[src/rtl/mac_pkg.sv]
// Shared types and encodings for the MAC neuron stream feeder.
package mac_pkg;

    localparam int DATA_W_DEF = 8;

    typedef enum logic [1:0] {
        IDLE,
        STREAM,
        DRAIN
    } feeder_state_t;

    localparam logic [1:0] LD_INPUT  = 2'd0;
    localparam logic [1:0] LD_WEIGHT = 2'd1;
    localparam logic [1:0] LD_BIAS   = 2'd2;

endpackage

[src/rtl/mac_stream_feeder_if.sv]
// Stream bundle between the feeder (master) and the MAC neuron (slave).
interface mac_stream_feeder_if #(
    parameter int DATA_W = mac_pkg::DATA_W_DEF
);
    logic              i_TVALID, k_TVALID, b_TVALID;
    logic [DATA_W-1:0] i_TDATA, k_TDATA, b_TDATA;
    logic              i_TREADY, k_TREADY, b_TREADY;
    logic              new_o;
    logic              o_TVALID, o_TREADY;
    logic [DATA_W-1:0] o_TDATA;

    modport master (
        output i_TVALID, i_TDATA, k_TVALID, k_TDATA, b_TVALID, b_TDATA, new_o, o_TREADY,
        input  i_TREADY, k_TREADY, b_TREADY, o_TVALID, o_TDATA
    );

    modport slave (
        input  i_TVALID, i_TDATA, k_TVALID, k_TDATA, b_TVALID, b_TDATA, new_o, o_TREADY,
        output i_TREADY, k_TREADY, b_TREADY, o_TVALID, o_TDATA
    );
endinterface

[src/rtl/mac_feeder_buf.sv]
// DEPTH x DATA_W vector buffer: one synchronous write port, one combinational read port.
module mac_feeder_buf #(
    parameter int DATA_W = 8,
    parameter int DEPTH  = 16,
    parameter int ADDR_W = $clog2(DEPTH)
) (
    input  logic              clk,
    input  logic              we_i,
    input  logic [ADDR_W-1:0] waddr_i,
    input  logic [DATA_W-1:0] wdata_i,
    input  logic [ADDR_W-1:0] raddr_i,
    output logic [DATA_W-1:0] rdata_o
);
    logic [DATA_W-1:0] mem_q [DEPTH];

    // NOTE: storage has no reset; contents are only meaningful after a host load, and resetting it would cost a mux per bit.
    always_ff @(posedge clk) begin
        if (we_i) mem_q[waddr_i] <= wdata_i;
    end

    assign rdata_o = mem_q[raddr_i];
endmodule

[src/rtl/mac_stream_feeder.sv]
// Streams preloaded i/k vectors and a bias into the MAC neuron and captures its result.
// Define MAC_STREAM_FEEDER_TIMEOUT_EN to abandon a result wait after TIMEOUT_CYC cycles.
module mac_stream_feeder
    import mac_pkg::*;
#(
    parameter int DATA_W      = DATA_W_DEF,
    parameter int DEPTH       = 16,
    parameter int ADDR_W      = $clog2(DEPTH),
    parameter int TIMEOUT_CYC = 255
) (
    input  logic                clk,
    input  logic                reset,
    input  logic                ld_valid,
    input  logic [1:0]          ld_sel,
    input  logic [ADDR_W-1:0]   ld_addr,
    input  logic [DATA_W-1:0]   ld_data,
    input  logic                start,
    input  logic [ADDR_W:0]     len,
    mac_stream_feeder_if.master nrn,
    output logic                busy,
    output logic                done,
    output logic [DATA_W-1:0]   result_data,
    output logic                err
);
    feeder_state_t     state_q, state_d;
    logic [ADDR_W:0]   idx_q, idx_d, len_q, len_d;
    logic              b_sent_q, b_sent_d;
    logic              done_q, done_d, err_q, err_d;
    logic [DATA_W-1:0] result_q, result_d, bias_q;
    logic [DATA_W-1:0] ibuf_rd, kbuf_rd;
    logic              ld_idle, len_ok, pair_fire, b_fire;

    assign ld_idle = ld_valid && (state_q == IDLE);
    assign len_ok  = (len != '0) && (len <= (ADDR_W+1)'(DEPTH));

    mac_feeder_buf #(.DATA_W(DATA_W), .DEPTH(DEPTH), .ADDR_W(ADDR_W)) u_ibuf (
        .clk(clk), .we_i(ld_idle && (ld_sel == LD_INPUT)), .waddr_i(ld_addr),
        .wdata_i(ld_data), .raddr_i(idx_q[ADDR_W-1:0]), .rdata_o(ibuf_rd)
    );

    mac_feeder_buf #(.DATA_W(DATA_W), .DEPTH(DEPTH), .ADDR_W(ADDR_W)) u_kbuf (
        .clk(clk), .we_i(ld_idle && (ld_sel == LD_WEIGHT)), .waddr_i(ld_addr),
        .wdata_i(ld_data), .raddr_i(idx_q[ADDR_W-1:0]), .rdata_o(kbuf_rd)
    );

    // Bias is configuration storage like the buffers, so it is not reset either.
    always_ff @(posedge clk) begin
        if (ld_idle && (ld_sel == LD_BIAS)) bias_q <= ld_data;
    end

    assign nrn.i_TVALID = (state_q == STREAM) && (idx_q < len_q);
    assign nrn.k_TVALID = nrn.i_TVALID;
    assign nrn.i_TDATA  = ibuf_rd;
    assign nrn.k_TDATA  = kbuf_rd;
    assign nrn.b_TVALID = (state_q == STREAM) && !b_sent_q;
    assign nrn.b_TDATA  = bias_q;
    assign nrn.new_o    = (state_q == STREAM);
    assign nrn.o_TREADY = (state_q == DRAIN);

    // i and k move as one pair: both readies must be high together.
    assign pair_fire = nrn.i_TVALID && nrn.i_TREADY && nrn.k_TREADY;
    assign b_fire    = nrn.b_TVALID && nrn.b_TREADY;

    assign busy        = (state_q != IDLE);
    assign done        = done_q;
    assign err         = err_q;
    assign result_data = result_q;

`ifdef MAC_STREAM_FEEDER_TIMEOUT_EN
    localparam int TMO_W = $clog2(TIMEOUT_CYC + 1);
    logic [TMO_W-1:0] tmo_q, tmo_d;
`else
    logic unused_timeout;
    assign unused_timeout = |TIMEOUT_CYC;
`endif

    always_comb begin
        // NOTE: every next-state value gets its default first, so no path through the case can infer a latch.
        state_d  = state_q;
        idx_d    = idx_q;
        len_d    = len_q;
        b_sent_d = b_sent_q;
        result_d = result_q;
        done_d   = 1'b0;
        err_d    = 1'b0;
`ifdef MAC_STREAM_FEEDER_TIMEOUT_EN
        tmo_d    = '0;
`endif
        unique case (state_q)
            IDLE: begin
                if (start) begin
                    if (len_ok) begin
                        len_d    = len;
                        idx_d    = '0;
                        b_sent_d = 1'b0;
                        state_d  = STREAM;
                    end else begin
                        err_d = 1'b1;
                    end
                end
            end
            STREAM: begin
                if (pair_fire) idx_d = idx_q + 1'b1;
                if (b_fire) b_sent_d = 1'b1;
                if ((idx_d == len_q) && b_sent_d) state_d = DRAIN;
            end
            DRAIN: begin
                if (nrn.o_TVALID) begin
                    result_d = nrn.o_TDATA;
                    done_d   = 1'b1;
                    state_d  = IDLE;
                end
`ifdef MAC_STREAM_FEEDER_TIMEOUT_EN
                else if (tmo_q == TMO_W'(TIMEOUT_CYC - 1)) begin
                    err_d   = 1'b1;
                    state_d = IDLE;
                end else begin
                    tmo_d = tmo_q + 1'b1;
                end
`endif
            end
            default: state_d = IDLE;
        endcase
    end

    // NOTE: sequential state uses non-blocking assignments so every register updates from the same pre-edge values.
    always_ff @(posedge clk or posedge reset) begin
        if (reset) begin
            state_q  <= IDLE;
            idx_q    <= '0;
            len_q    <= '0;
            b_sent_q <= 1'b0;
            done_q   <= 1'b0;
            err_q    <= 1'b0;
            result_q <= '0;
        end else begin
            state_q  <= state_d;
            idx_q    <= idx_d;
            len_q    <= len_d;
            b_sent_q <= b_sent_d;
            done_q   <= done_d;
            err_q    <= err_d;
            result_q <= result_d;
        end
    end

`ifdef MAC_STREAM_FEEDER_TIMEOUT_EN
    always_ff @(posedge clk or posedge reset) begin
        if (reset) tmo_q <= '0;
        else       tmo_q <= tmo_d;
    end
`endif
endmodule
[src/flat_wrapper.sv]
// flat-port wrapper written by rule: the top's interface ports become plain ports
module mac_stream_feeder_flat import mac_pkg::*;
#(
    parameter int DATA_W      = DATA_W_DEF,
    parameter int DEPTH       = 16,
    parameter int ADDR_W      = $clog2(DEPTH),
    parameter int TIMEOUT_CYC = 255
)
  (clk, reset, ld_valid, ld_sel, ld_addr, ld_data, start, len, busy, done, result_data, err, nrn_i_TVALID, nrn_i_TDATA, nrn_k_TVALID, nrn_k_TDATA, nrn_b_TVALID, nrn_b_TDATA, nrn_new_o, nrn_o_TREADY, nrn_i_TREADY, nrn_k_TREADY, nrn_b_TREADY, nrn_o_TVALID, nrn_o_TDATA);
  mac_stream_feeder_if #(.DATA_W(DATA_W)) nrn_i ();
  input  logic clk;
  input  logic reset;
  input  logic ld_valid;
  input  logic [1:0] ld_sel;
  input  logic [ADDR_W-1:0] ld_addr;
  input  logic [DATA_W-1:0] ld_data;
  input  logic start;
  input  logic [ADDR_W:0] len;
  output logic busy;
  output logic done;
  output logic [DATA_W-1:0] result_data;
  output logic err;
  output wire logic [$bits(nrn_i.i_TVALID)-1:0] nrn_i_TVALID;
  output wire logic [$bits(nrn_i.i_TDATA)-1:0] nrn_i_TDATA;
  output wire logic [$bits(nrn_i.k_TVALID)-1:0] nrn_k_TVALID;
  output wire logic [$bits(nrn_i.k_TDATA)-1:0] nrn_k_TDATA;
  output wire logic [$bits(nrn_i.b_TVALID)-1:0] nrn_b_TVALID;
  output wire logic [$bits(nrn_i.b_TDATA)-1:0] nrn_b_TDATA;
  output wire logic [$bits(nrn_i.new_o)-1:0] nrn_new_o;
  output wire logic [$bits(nrn_i.o_TREADY)-1:0] nrn_o_TREADY;
  input wire logic [$bits(nrn_i.i_TREADY)-1:0] nrn_i_TREADY;
  input wire logic [$bits(nrn_i.k_TREADY)-1:0] nrn_k_TREADY;
  input wire logic [$bits(nrn_i.b_TREADY)-1:0] nrn_b_TREADY;
  input wire logic [$bits(nrn_i.o_TVALID)-1:0] nrn_o_TVALID;
  input wire logic [$bits(nrn_i.o_TDATA)-1:0] nrn_o_TDATA;
  assign nrn_i_TVALID = nrn_i.i_TVALID;
  assign nrn_i_TDATA = nrn_i.i_TDATA;
  assign nrn_k_TVALID = nrn_i.k_TVALID;
  assign nrn_k_TDATA = nrn_i.k_TDATA;
  assign nrn_b_TVALID = nrn_i.b_TVALID;
  assign nrn_b_TDATA = nrn_i.b_TDATA;
  assign nrn_new_o = nrn_i.new_o;
  assign nrn_o_TREADY = nrn_i.o_TREADY;
  assign nrn_i.i_TREADY = nrn_i_TREADY;
  assign nrn_i.k_TREADY = nrn_k_TREADY;
  assign nrn_i.b_TREADY = nrn_b_TREADY;
  assign nrn_i.o_TVALID = nrn_o_TVALID;
  assign nrn_i.o_TDATA = nrn_o_TDATA;
  mac_stream_feeder #(.DATA_W(DATA_W), .DEPTH(DEPTH), .ADDR_W(ADDR_W), .TIMEOUT_CYC(TIMEOUT_CYC)) u_core (.clk(clk), .reset(reset), .ld_valid(ld_valid), .ld_sel(ld_sel), .ld_addr(ld_addr), .ld_data(ld_data), .start(start), .len(len), .nrn(nrn_i), .busy(busy), .done(done), .result_data(result_data), .err(err));
endmodule
[config.mk]
export PLATFORM = sky130hd
export DESIGN_NAME = mac_stream_feeder_flat
export DESIGN_NICKNAME = d
export VERILOG_FILES = /design/src/rtl/mac_pkg.sv /design/src/rtl/mac_stream_feeder_if.sv /design/src/rtl/mac_feeder_buf.sv /design/src/rtl/mac_stream_feeder.sv /design/src/flat_wrapper.sv
export SDC_FILE = /design/constraint.sdc
export NUM_CORES = 1
export LEC_CHECK = 0
export BUFFER_PORTS_ARGS = -buffer_cell sky130_fd_sc_hd__buf_2
export CAP_MARGIN = 20
export CELL_PAD_IN_SITES_DETAIL_PLACEMENT = 1
export CELL_PAD_IN_SITES_GLOBAL_PLACEMENT = 1
export CORE_ASPECT_RATIO = 1.4
export CORE_MARGIN = 8
export CORE_UTILIZATION = 52
export CTS_CLUSTER_SIZE = 28
export DETAILED_ROUTE_END_ITERATION = 12
export PLACE_DENSITY = 0.84
export SLEW_MARGIN = 10
export SYNTH_ARGS = -nofsm -noshare
export SYNTH_HDL_FRONTEND = slang
export SYNTH_SLANG_ARGS = --single-unit
export TNS_END_PERCENT = 20
[constraint.sdc]
create_clock -name clk -period 5.4 [get_ports clk]
set_input_delay 1.35 -clock clk [delete_from_list [all_inputs] [get_ports clk]]
set_output_delay 1.35 -clock clk [all_outputs]
set_load 0.03 [all_outputs]
== Yosys cells after proc, flatten, opt, wreduce, memory -nomap -nowiden ==
Memory sizes are Yosys's and may differ from the RTL's.
Index checks and enable logic that the tools add are counted.
Word-level totals
  bits in writable memories: 256
  input port bits: 35
  logic and storage cells: 67
  memories: 2
  output and inout port bits: 40
  flip-flop bits (word level): 31
Operators by class
  reduce and logical (&&, ||, !) cells: 21
  multiplexer cells: 24
  magnitude comparators: 2
  equal/unequal tests: 9
  add/sub/neg operators: 1
Memories
  u_core.u_ibuf.mem_q: words 16, bits a word 8, rd ports 1, clocked after memory_dff 0, write ports 1, RTL line mac_feeder_buf.sv:14  | logic [DATA_W-1:0] mem_q [DEPTH];
  u_core.u_kbuf.mem_q: words 16, bits a word 8, rd ports 1, clocked after memory_dff 0, write ports 1, RTL line mac_feeder_buf.sv:14
Operators with widths (count)
  5-bit two-way mux: 4
  1-bit two-way mux: 13
  1-bit logical AND: 11
  5-bit case mux with 2 select lines: 1
  2-bit two-way mux: 4
  2-bit by 1-bit inequality test with 1-bit output, second input constant: 3
  2-bit case mux with 3 select lines: 1
  3-bit AND reduction: 2
  5-bit by 1-bit adder with 5-bit output, second input constant: 1
  5-bit == test: 1
  5-bit <= comparator, second input constant: 1
  5-bit < comparator: 1
  5-bit nonzero test: 1
  2-bit by 1-bit == test with 1-bit output, second input constant: 2
  2-bit == test, second input constant: 2
  2-bit logical NOT: 2
  4-bit AND reduction: 1
  2-bit nonzero test: 2
  2-bit inequality test, second input constant: 1
  1-bit case mux with 2 select lines: 1
  2-bit AND reduction: 1
  1-bit logical NOT: 1

== Depth between registers and ports, before layout ==
  depth in word-level cells: 10
  mapped depth: 9
  depth with buffers taken out: 9

== Cells and area by module ==
A second synthesis with hierarchy kept.
Unflattened totals
  cell total of the unflattened synthesis: 565
  area total of the unflattened synthesis: 11462.2 um2
Modules (own cells, without submodules)
  mac_feeder_buf: cells each 221, instances 2, sequential area each 3843.7 um2, area each 4987.3 um2
  mac_stream_feeder: cells each 123, instances 1, sequential area each 815.8 um2, area each 1487.7 um2

== Worst setup path after synthesis ==
No wires, ideal clock.
  kind: register to output
  start: register u_core.idx_q[0]
  end: output port nrn_i_TDATA[0]
  path slack: 2.060 ns
  stages on the path, launching flop included: 6
  required time: 4.050 ns
  data arrival time: 1.990 ns
  buffers on the path: 2
  cells stage by stage: dfrtp_1 buf_2 buf_1 mux4_2 a22oi_1 nand2_1
On the way
  word-level cells in the longest chain between the ends: 1
RTL lines
  start, declared: RTL line mac_stream_feeder.sv:26  | logic [ADDR_W:0] idx_q, idx_d, len_q, len_d;
  start signal, assigned: RTL line mac_stream_feeder.sv:138  | idx_q <= idx_d;
  memory 16 x 8 bit
  end, declared: RTL line flat_wrapper.sv:24  | output wire logic [$bits(nrn_i.i_TDATA)-1:0] nrn_i_TDATA;
Every way passes these cells.

== Worst setup path in the final report ==
  start: register u_core.idx_q[1]
  end: output port nrn_i_TDATA[0]
Same word-level chain as after synthesis.

==> flow_metrics.py <==
metrics = {
    "logic_synthesis": {
        "yosysWarnings": 0,
        "syn_inst": 655,
        "synth-main-ff-cell": "edfxtp_1",
        "synth_edf_count": 264,
        "synthArstFlopShare": 0.08014,
        "synthDominantAreaCellType": "edfxtp_1",
        "syn_nets": 695,
        "ys_types": 42,
        "syn_avg_cell_area_um2": 17.52,
        "ys_top_cells_by_area": "edfxtp_1 (69%), mux4_2 (6.3%), dfrtp_1 (5.0%), mux2i_1 (4.4%), mux2_2 (2.7%)",
        "synth_top_area_frac": 0.6907,
        "yosys_register_bits": 287,
        "yosysSeqAreaShare": 0.7409,
        "netlist_area_mm2": 0.01148,
    },
    "timing": {
        "hold_viol_final": 0,
        "maxSlewHeadroom": 0.2732,
        "setup_tns_ns": 0,
        "tightest_slew_ns": 1.088,
        "finalCritPeriodShare": 0.8271,
        "rsz0062_at_grt": "no",
        "max_freq_mhz": 223.9,
        "setup_viol": 0,
        "setup_ws_ns": 0.9339,
        "slew_violations": 0,
        "worst_hold_slack_ns": 0.5006,
        "finClkSkew_ns": 0.01088,
        "post-route-min-period_ns": 4.466,
    },
    "power_and_ir_drop": {
        "p_per_area_mw_per_mm2": 462.9,
        "peakVddDrop_mv": 0.2895,
        "power_leakage_nw": 4.483,
    },
    "placed_design": {
        "hpwl_um": 16850,
        "gp_congestion": 0.8706,
        "dpl_worst_slack_ns": 1.555,
        "placed_cells": 999,
        "io_buffers": 74,
    },
    "die": {
        "dieHeight_um": 191.8,
        "ios": 75,
        "dieArea_mm2": 0.02715,
        "dieWidth_um": 141.6,
        "initial_core_util": 0.5269,
        "rows": 64,
        "core-area_mm2": 0.02178,
    },
    "final_layout": {
        "stdcell_count": 1053,
        "nets": 774,
        "area_growth_pct": 14.14,
        "layout-drive-gt1-share": 0.2593,
        "final_common_cell": "edfxtp_1",
        "diodes": 0,
        "nFillCells": 1990,
        "most-common-layout-cells": "edfxtp_1 (264), buf_2 (76), mux2i_1 (50)",
    },
    "worst_setup_path": {
        "crit_start": "u_core.idx_q[1]",
        "start_kind": "register",
        "arrival_ns": 3.12,
        "worstSetupPathType": "reg -> out",
        "crit_path_max_fanout": 38,
        "r2r-start": "u_core.state_q[0]",
        "critPathRequiredTime_ns": 4.05,
        "end_kind": "primary output",
    },
    "global_route": {
        "grt_max_degree": 54,
        "antenna_found_initial": 1,
        "grt_usage": 0.2010,
        "grt_pass1_vias": 6909,
        "grt.overflow.total": 0,
        "grt_pass1_wl_um": 41190,
    },
    "run_status": {
        "outcome": "complete, no violations",
    },
    "flow_run": {
        "drv_cap": 0,
    },
    "drt": {
        "drt_iter0_drc": 504,
        "viasPerCell": 5.926,
        "num_vias": 6240,
        "routed_wl_um": 26770,
        "drc": 0,
        "final_antenna_net_count": 0,
        "wire_per_inst_um": 25.42,
        "drt-pass1-iter-count": 5,
    },
    "clocking": {
        "cts_hold_buf": 0,
        "cts_buffers": 28,
        "cts_root_buf": "clkbuf_16",
        "cts_tree": "yes",
        "path_clk_slew_ns": 0.06,
        "worstSkewPairLatency_ns": 0.54,
        "clock_path_buffers": 3,
        "clock-sinks": 287,
        "h-tree-depth": 1,
        "post_cts_buffers": 0,
        "cts_resized": 0,
    },
    "worst_hold_path": {
        "hp-class": "reg -> reg",
        "hold_start": "u_core.result_data[0]",
    },
}
==> cell type report <==
| type | count | area [um2] | area share |
|---|---|---|---|
| Sequential cell | 287 | 8507 | 0.6494 |
| Multi-Input combinational cell | 325 | 2819 | 0.2152 |
| Clock buffer | 33 | 740.7 | 0.05654 |
| Timing Repair Buffer | 84 | 450.4 | 0.03438 |
| Tap cell | 297 | 371.6 | 0.02837 |
| Clock inverter | 19 | 181.4 | 0.01385 |
| Inverter | 8 | 30.03 | 0.002292 |
==> synthesized netlist by cell type (8+ instances only) <==
cell type	count
a221oi_1	17
mux2_2	28
dfrtp_1	23
nor3_1	11
a21oi_1	18
o21ai_0	36
mux4_2	32
mux2i_1	50
inv_1	8
a22oi_1	16
nor2_1	31
edfxtp_1	264
clkbuf_1	21
nand2_1	34
buf_2	9
==> worst max-delay path: stages (launching register included) <==
cell,delay (ns)
dfrtp_1,0.40
buf_4,0.49
and2_1,0.77
a221oi_1,0.26
o21ai_0,0.33
nand2_1,0.12
buf_2,0.20
==> flip-flops by register name, summed over array words and instances (netlist names) <==
name                 count
u_core.u_kbuf.mem_q    128
u_core.idx_q             5
u_core.done              1
u_core.len_q             5
u_core.u_ibuf.mem_q    128
u_core.b_sent_q          1
u_core.err               1
u_core.nrn.b_TDATA       8
u_core.result_data       8
u_core.state_q           2
==> cells by family after synthesis <==
kind of cell | synth area share
fa+ha+maj | 0.005451
mux | 0.1339
compound gates | 0.05800
flops | 0.7409
simple gates | 0.04099
xor+xnor | 0.005342
buf+inv | 0.01548
==> final timing paths <==
path	end	slack, ns	cells past startpoint
setup reg to reg	u_core.u_kbuf.mem_q[13][4]	2.43	5
hold / removal	u_core.result_data[0]	0.50	1
max in group asynchronous	u_core.idx_q[0]	3.80	2
min in group asynchronous	u_core.idx_q[2]	0.99	2
hold reg to reg	u_core.result_data[0]	0.50	1
setup / recovery	nrn_i_TDATA[0]	0.93	6
==> power by group <==
| part | internal [W] | switching [W] |
|---|---|---|
| combinational | 0.000587 | 0.000923 |
| sequential | 0.00251 | 0.0000991 |
| clock | 0.00113 | 0.000821 |
| total | 0.00422 | 0.00184 |
==> through the flow <==
step                      total power, W    util  area [um2]
after detailed placement        0.004151  0.5577       12150
final                           0.006064  0.6014       13100
after global placement          0.004082  0.5575       12140
after floorplan                 0.003732       -       11480
after global routing            0.006277  0.6014       13100
after CTS                       0.006107  0.6001       13070
==> per-layer routing <==
layer / GRT usage / routed length (um) / up-vias
li1: - / - / 2765
met1: 0.2344 / 10260 / 3213
met2: 0.3625 / 14150 / 220
met3: 0.04677 / 1846 / 40
met4: 0.05802 / 493 / 2
met5: 0 / 13 / -
No activity file was read; power rests on OpenSTA's default activity.
